**src/rtl/t_ff_counter.sv**
```systemverilog
// Modulo-MODULUS up/down counter built from T flip-flops with per-stage toggle enables.
// Define T_FF_COUNTER_SAT_EN to hold at the terminal count instead of wrapping.
module t_ff_counter #(
  parameter int WIDTH   = 4,
  parameter int MODULUS = 16
) (
  input  logic             clk,
  input  logic             reset,
  input  logic             enable,
  input  logic             up,
  input  logic             load,
  input  logic [WIDTH-1:0] din,
  output logic [WIDTH-1:0] q,
  output logic [WIDTH-1:0] t_vec,
  output logic             tc,
  output logic             wrap
);

  localparam logic [WIDTH-1:0] MAX = WIDTH'(MODULUS - 1);

  logic             out_of_range;
  logic             terminal;
  logic             and_chain;
  logic             nor_chain;
  logic [WIDTH-1:0] din_clamped;
  logic [WIDTH-1:0] natural_t;

  // A full-range modulus cannot go out of range, so the compares are elided there.
  generate
    if (MODULUS >= (1 << WIDTH)) begin : g_full_range
      assign out_of_range = 1'b0;
      assign din_clamped  = din;
    end else begin : g_partial_range
      assign out_of_range = (q > MAX);
      assign din_clamped  = (din > MAX) ? MAX : din;
    end
  endgenerate

  always_comb begin
    and_chain = 1'b1;
    nor_chain = 1'b1;
    natural_t = '0;
    for (int i = 0; i < WIDTH; i++) begin
      natural_t[i] = up ? and_chain : nor_chain;
      and_chain    = and_chain & q[i];
      nor_chain    = nor_chain & ~q[i];
    end
  end

  assign terminal = up ? (q == MAX) : (q == '0);
  assign tc       = enable & ~load & terminal;

  // An out-of-range count toggles every set bit, which lands on zero.
  always_comb begin
    t_vec = natural_t;
    if (load) begin
      t_vec = q ^ din_clamped;
    end else if (!enable) begin
      t_vec = '0;
    end else if (out_of_range) begin
      t_vec = q;
    end else if (terminal) begin
`ifdef T_FF_COUNTER_SAT_EN
      t_vec = '0;
`else
      t_vec = q ^ (up ? {WIDTH{1'b0}} : MAX);
`endif
    end
  end

  always_ff @(posedge clk or negedge reset) begin
    if (!reset) begin
      q <= '0;
    end else begin
      q <= q ^ t_vec;
    end
  end

`ifdef T_FF_COUNTER_SAT_EN
  assign wrap = 1'b0;
`else
  always_ff @(posedge clk or negedge reset) begin
    if (!reset) begin
      wrap <= 1'b0;
    end else begin
      wrap <= tc;
    end
  end
`endif

endmodule

```
**config.mk**
```make
export PLATFORM = sky130hd
export DESIGN_NAME = t_ff_counter
export DESIGN_NICKNAME = d
export VERILOG_FILES = /design/src/rtl/t_ff_counter.sv
export SDC_FILE = /design/constraint.sdc
export NUM_CORES = 1
export LEC_CHECK = 0
export BUFFER_PORTS_ARGS = -buffer_cell sky130_fd_sc_hd__buf_2
export CORE_AREA = 5 5 42 44
export DETAILED_ROUTE_END_ITERATION = 7
export DIE_AREA = 0 0 47 49
export GPL_TIMING_DRIVEN = 0
export PLACE_DENSITY = 0.56
export SETUP_SLACK_MARGIN = 0.5
export SYNTH_ARGS = -nofsm -noshare
export SYNTH_HDL_FRONTEND = slang
export SYNTH_SLANG_ARGS = --single-unit
```
**constraint.sdc**
```tcl
create_clock -name clk -period 1.44 [get_ports clk]
set_input_delay 0.288 -clock clk [delete_from_list [all_inputs] [get_ports clk]]
set_output_delay 0.288 -clock clk [all_outputs]
set_load 0.01 [all_outputs]
```
After elaboration in Yosys (flattened, before gate mapping). Cells that the tools add are included.

Equality and inequality tests: 1. Bitwise logic cells: 13. Mux-type cells: 8. Reduce and logical (&&, ||, !) cells: 1.

Operator list (number): $mux 4 (4); $xor 4x4->4 (3); $and 1x1->1 (6); $eq 4x4->1 const B (1); $logic_not 4->1 (1); $mux 1 (4); $not 1->1 (4).

Flip-flop bits (word level): 5. Input port bits: 9. Output and inout port bits: 10.

Longest topological paths before layout.
Depth after elaboration: 8. Mapped depth: 4.

Least setup slack after synthesis. No wires, ideal clock.

Kind: reg-to-output. From: reg q[3]. To: out tc. Setup slack: -0.183 ns. Buffers on the path: 0. Data arrival time: 1.335 ns. Cell stages (with the launch flop): 3. Required time: 1.152 ns. Cells stage by stage: dfrtp_1 or3_2 a211oi_1.

Cells in the longest elaborated chain, start to end: 3. Elaborated cells between the ends (all ways): 4. Classes of those cells: eq/ne (1); mux (1); bitwise (1); reduce/logical (1).

Ends and longest elaborated chain: start: declaration (line 13) `output logic [WIDTH-1:0] q,`; start signal: assignment (line 75) `q <= q ^ t_vec;`; $eq 4x4->1 or $logic_not 4->1 (tied branches) (line 50) `assign terminal = up ? (q == MAX) : (q == '0);`; $mux 1 (*) (line 50); $and 1x1->1 (*) (line 51) `assign tc = enable & ~load & terminal;`; end: declaration (line 15) `output logic tc,`.

Mark *: on every way between the ends. The rest lies on a longest branch, timed or not.

Worst setup path in the final report.
From: reg q[0]. To: out t_vec[3].

Cells in the longest elaborated chain, start to end: 7. Elaborated cells between the ends (all ways): 12. Classes of those cells: eq/ne (1); mux (5); bitwise (5); reduce/logical (1).

Ends and longest elaborated chain: $not 1->1 (line 46) `nor_chain = nor_chain & ~q[i];`; $and 1x1->1 (2 in series) (line 46); $mux 1 (line 44) `natural_t[i] = up ? and_chain : nor_chain;`; $mux 4 (*) (line 62) `end else if (terminal) begin`; $mux 4 (*) (line 58) `end else if (!enable) begin`; $mux 4 (*) (line 56) `if (load) begin`; end: declaration (line 14) `output logic [WIDTH-1:0] t_vec,`.

Marked as above.

==> metrics.txt <==
status=complete, but fails checks; failing checks=negative setup slack; largest net degree at the start of global routing=11; post-detail-place hpwl=approximately 700 µm; RSZ-0062 raised after global routing=true; Routed Antenna Nets=0; Synth cell types=26; Final Util=between 40% and 50%; Max Slew Vio Count=0; GRT overflow=0; met2 WL post-DR=~600 µm; WL met3=49 µm; CP max stage cell=or4_4; FP Rows=14; end of the worst hold path=q[3]; Relative slew margins=67.1%; CTS root buf=clkbuf_4; core region area=about 1400 µm²; total number of vias=roughly 440; Synth warnings=0; cts bufs inserted=3; TritonCTS clock tree=done; minimum clock period=1.84 ns; Avg Inst Size Synth=9.69 µm²; Detailed Route Iter0 Violations=4; initial core utilization=a little over a quarter; Final Cell Area=692 µm²; io pins=19; vias in the first global route=~450; Netlist Area Pre-Place=378 µm²; area of the multi-input gates=approximately 270 µm²; Clock Latency Late Sink=~0.24 ns; Tightest Pin Transition=between 0.4 and 0.5 ns; IO buf count=18; crit path buf inv count=2; Synth Register Bits=5; Global Route Usage Sum=roughly 11%; Layout area overhead=83.1%; Crit path max-delay family=simple AND/OR/NAND/NOR gates; Diodes inserted=0; area of the die=2300 µm²; Layout Nets=83; Chip Width=between 40 and 50 µm; post-route setup slack=-0.405 ns; Max Root-Sink Buffers=2; Placed Area=roughly 490 µm²; total of max-cap violations=0; leakage power=about 0.33 nW; GPL Wtd Cong=a little under 0.7; Final Hold Vio Count=0; most frequent cells in the layout=15 x buf_2, 10 x buf_6, 6 x xor2_1; Worst R2R Start=q[0]; clock-pin slew on the worst setup and hold paths=roughly 0.040 ns; Seq. cell area=between 100 and 150 µm²; max incr delay on CP=between 0.4 and 0.5 ns; Reg-to-Reg End=q[3]; worst hold stages=3; Min Hold Slack=between 0.3 and 0.4 ns; Die H=49 µm; initial antenna violation count=0; WP data required=around 1.2 ns; Crit. End Element=output pin; Mapped Cells=39; fmax=around 540 MHz; share of layout cells above drive strength 1=between 60% and 70%; syn_nets=48; # H-tree levels=1; Layout Skew=between 0.0006 and 0.0007 ns; Power Total=about 1.1 mW; drt pass-1 iters=3; Pwr Density=1590 nW/µm²; pre-CTS WS=-0.188 ns; Peak VDD IR=639 µV; vias per inst=4.90; Avg WL per Cell=12.6 µm; Worst Reg-to-Reg Cells=6; number of fill cells=around 140; crit share post-route=128%; most common cell after layout, fill and taps aside=buf_2; CP Data Arrival Time=~1.6 ns; clock sinks=5; nature of the critical path startpoint=flip-flop; setup violators final=7; maximum fanout along the worst path=4; WL met1=466 µm; worst hold start=din[3]; Post-route DRC=0; Top Metal Used=met4; WL final=between 1 and 1.5 mm; FF-to-FF setup slack=-0.35 ns; CP Cell Sequence=buf_6 > or4_4 > nand2_2 > a22o_1 > buf_2; first-pass GRT wire length=just under 2 mm; worst setup path class=flip-flop to output pin; Seq/Total Area, Yosys=around 33%; min-delay worst type=primary input to flip-flop
routing by layer:
metal | up-vias | global-route usage [%]
li1 | 213 | -
met1 | 208 | 13.3
met2 | 13 | 18.3
met3 | 2 | 0.738
met4 | 0 | 7.83
met5 | - | 0
power by group:
group / internal, mW / switching (mW) / leakage [nW] / total [mW]
logic: 0.404 / 0.297 / 0.261 / 0.701
registers: 0.191 / 0.0457 / 0.0579 / 0.237
clock network: 0.105 / 0.0558 / 0.0150 / 0.160
total: 0.700 / 0.399 / 0.334 / 1.10
cell usage after synthesis:
| cell | instances | share of area (%) |
|---|---|---|
| and3_2 | 1 | 2.0 |
| nand4_1 | 1 | 1.7 |
| a221o_1 | 1 | 2.6 |
| nor3_1 | 1 | 1.3 |
| or4_4 | 1 | 3.0 |
| nor3b_1 | 1 | 2.0 |
| or3_2 | 1 | 2.0 |
| a21o_1 | 1 | 2.0 |
| nand2_1 | 2 | 2.0 |
| dfrtp_1 | 5 | 33 |
| buf_6 | 1 | 3.0 |
| nand4b_1 | 1 | 2.3 |
| o211a_1 | 1 | 2.6 |
| o21ai_0 | 2 | 2.6 |
| nor2_1 | 1 | 0.99 |
| inv_1 | 1 | 0.99 |
| a2111oi_2 | 1 | 4.0 |
| nor2b_1 | 2 | 3.3 |
| a211oi_1 | 1 | 2.0 |
| xnor2_1 | 1 | 2.3 |
| a22o_1 | 2 | 4.6 |
| clkbuf_1 | 1 | 0.99 |
| nand3b_1 | 1 | 2.0 |
| nand3_1 | 1 | 1.3 |
| a21oi_1 | 1 | 1.3 |
| xor2_1 | 6 | 14 |
stage by stage:
step	std cells	TNS [ns]
final	89	-1.98
after global routing	89	-2.54
after CTS	86	-1.80
after detailed placement	73	-0.551
after global placement	73	-0.552
after floorplan	39	-0.353
sequential cells by signal (all words and copies together), names as in the netlist:
register  flops
q             4
wrap          1
worst max path at each step:
stage / start / to / slack (ns) / depth (start not counted)
2_1_floorplan: q[0] / q[3] / -0.12 / 4
3_3_place_gp: q[3] / tc / -0.18 / 3
3_5_place_dp: q[3] / tc / -0.19 / 3
4_1_cts: q[0] / t_vec[3] / -0.39 / 5
5_1_grt: q[0] / t_vec[3] / -0.47 / 5
6_report: q[0] / t_vec[3] / -0.40 / 5
worst register-to-register path, cell delays in order (launching register included):
cell	delay (ns)
dfrtp_1	0.38
buf_6	0.13
or4_4	0.49
buf_4	0.16
buf_6	0.11
a2111oi_4	0.32
nand3b_1	0.14
cells by family after synthesis:
logic type | Yosys count | synth area share (%)
and+or+nand+nor | 14 | 23.8
xor gates and xnor gates | 7 | 16.2
buffers and inverters | 3 | 4.96
DFF | 5 | 33.1
AOI/OAI and AO/OA | 10 | 21.9
what timing repair did:
item / in CTS / in global routing
resized for setup: 16 / 2
buffers inserted: 8 / 3
pin swaps: 2 / 1
endpoints found under the hold margin: 5 / 0
setup endpoints to repair: 15 / 15
hold buffers: 1 / 0
cell type report:
class | count | area share, %
Clock buffer | 4 | 3.80
Sequential cell | 5 | 18.6
Timing Repair Buffer | 30 | 32.4
Inverter | 1 | 0.542
Tap cell | 16 | 2.89
Multi-Input combinational cell | 31 | 39.6
Buffer | 2 | 2.17
(Power assumes the default switching activity.)
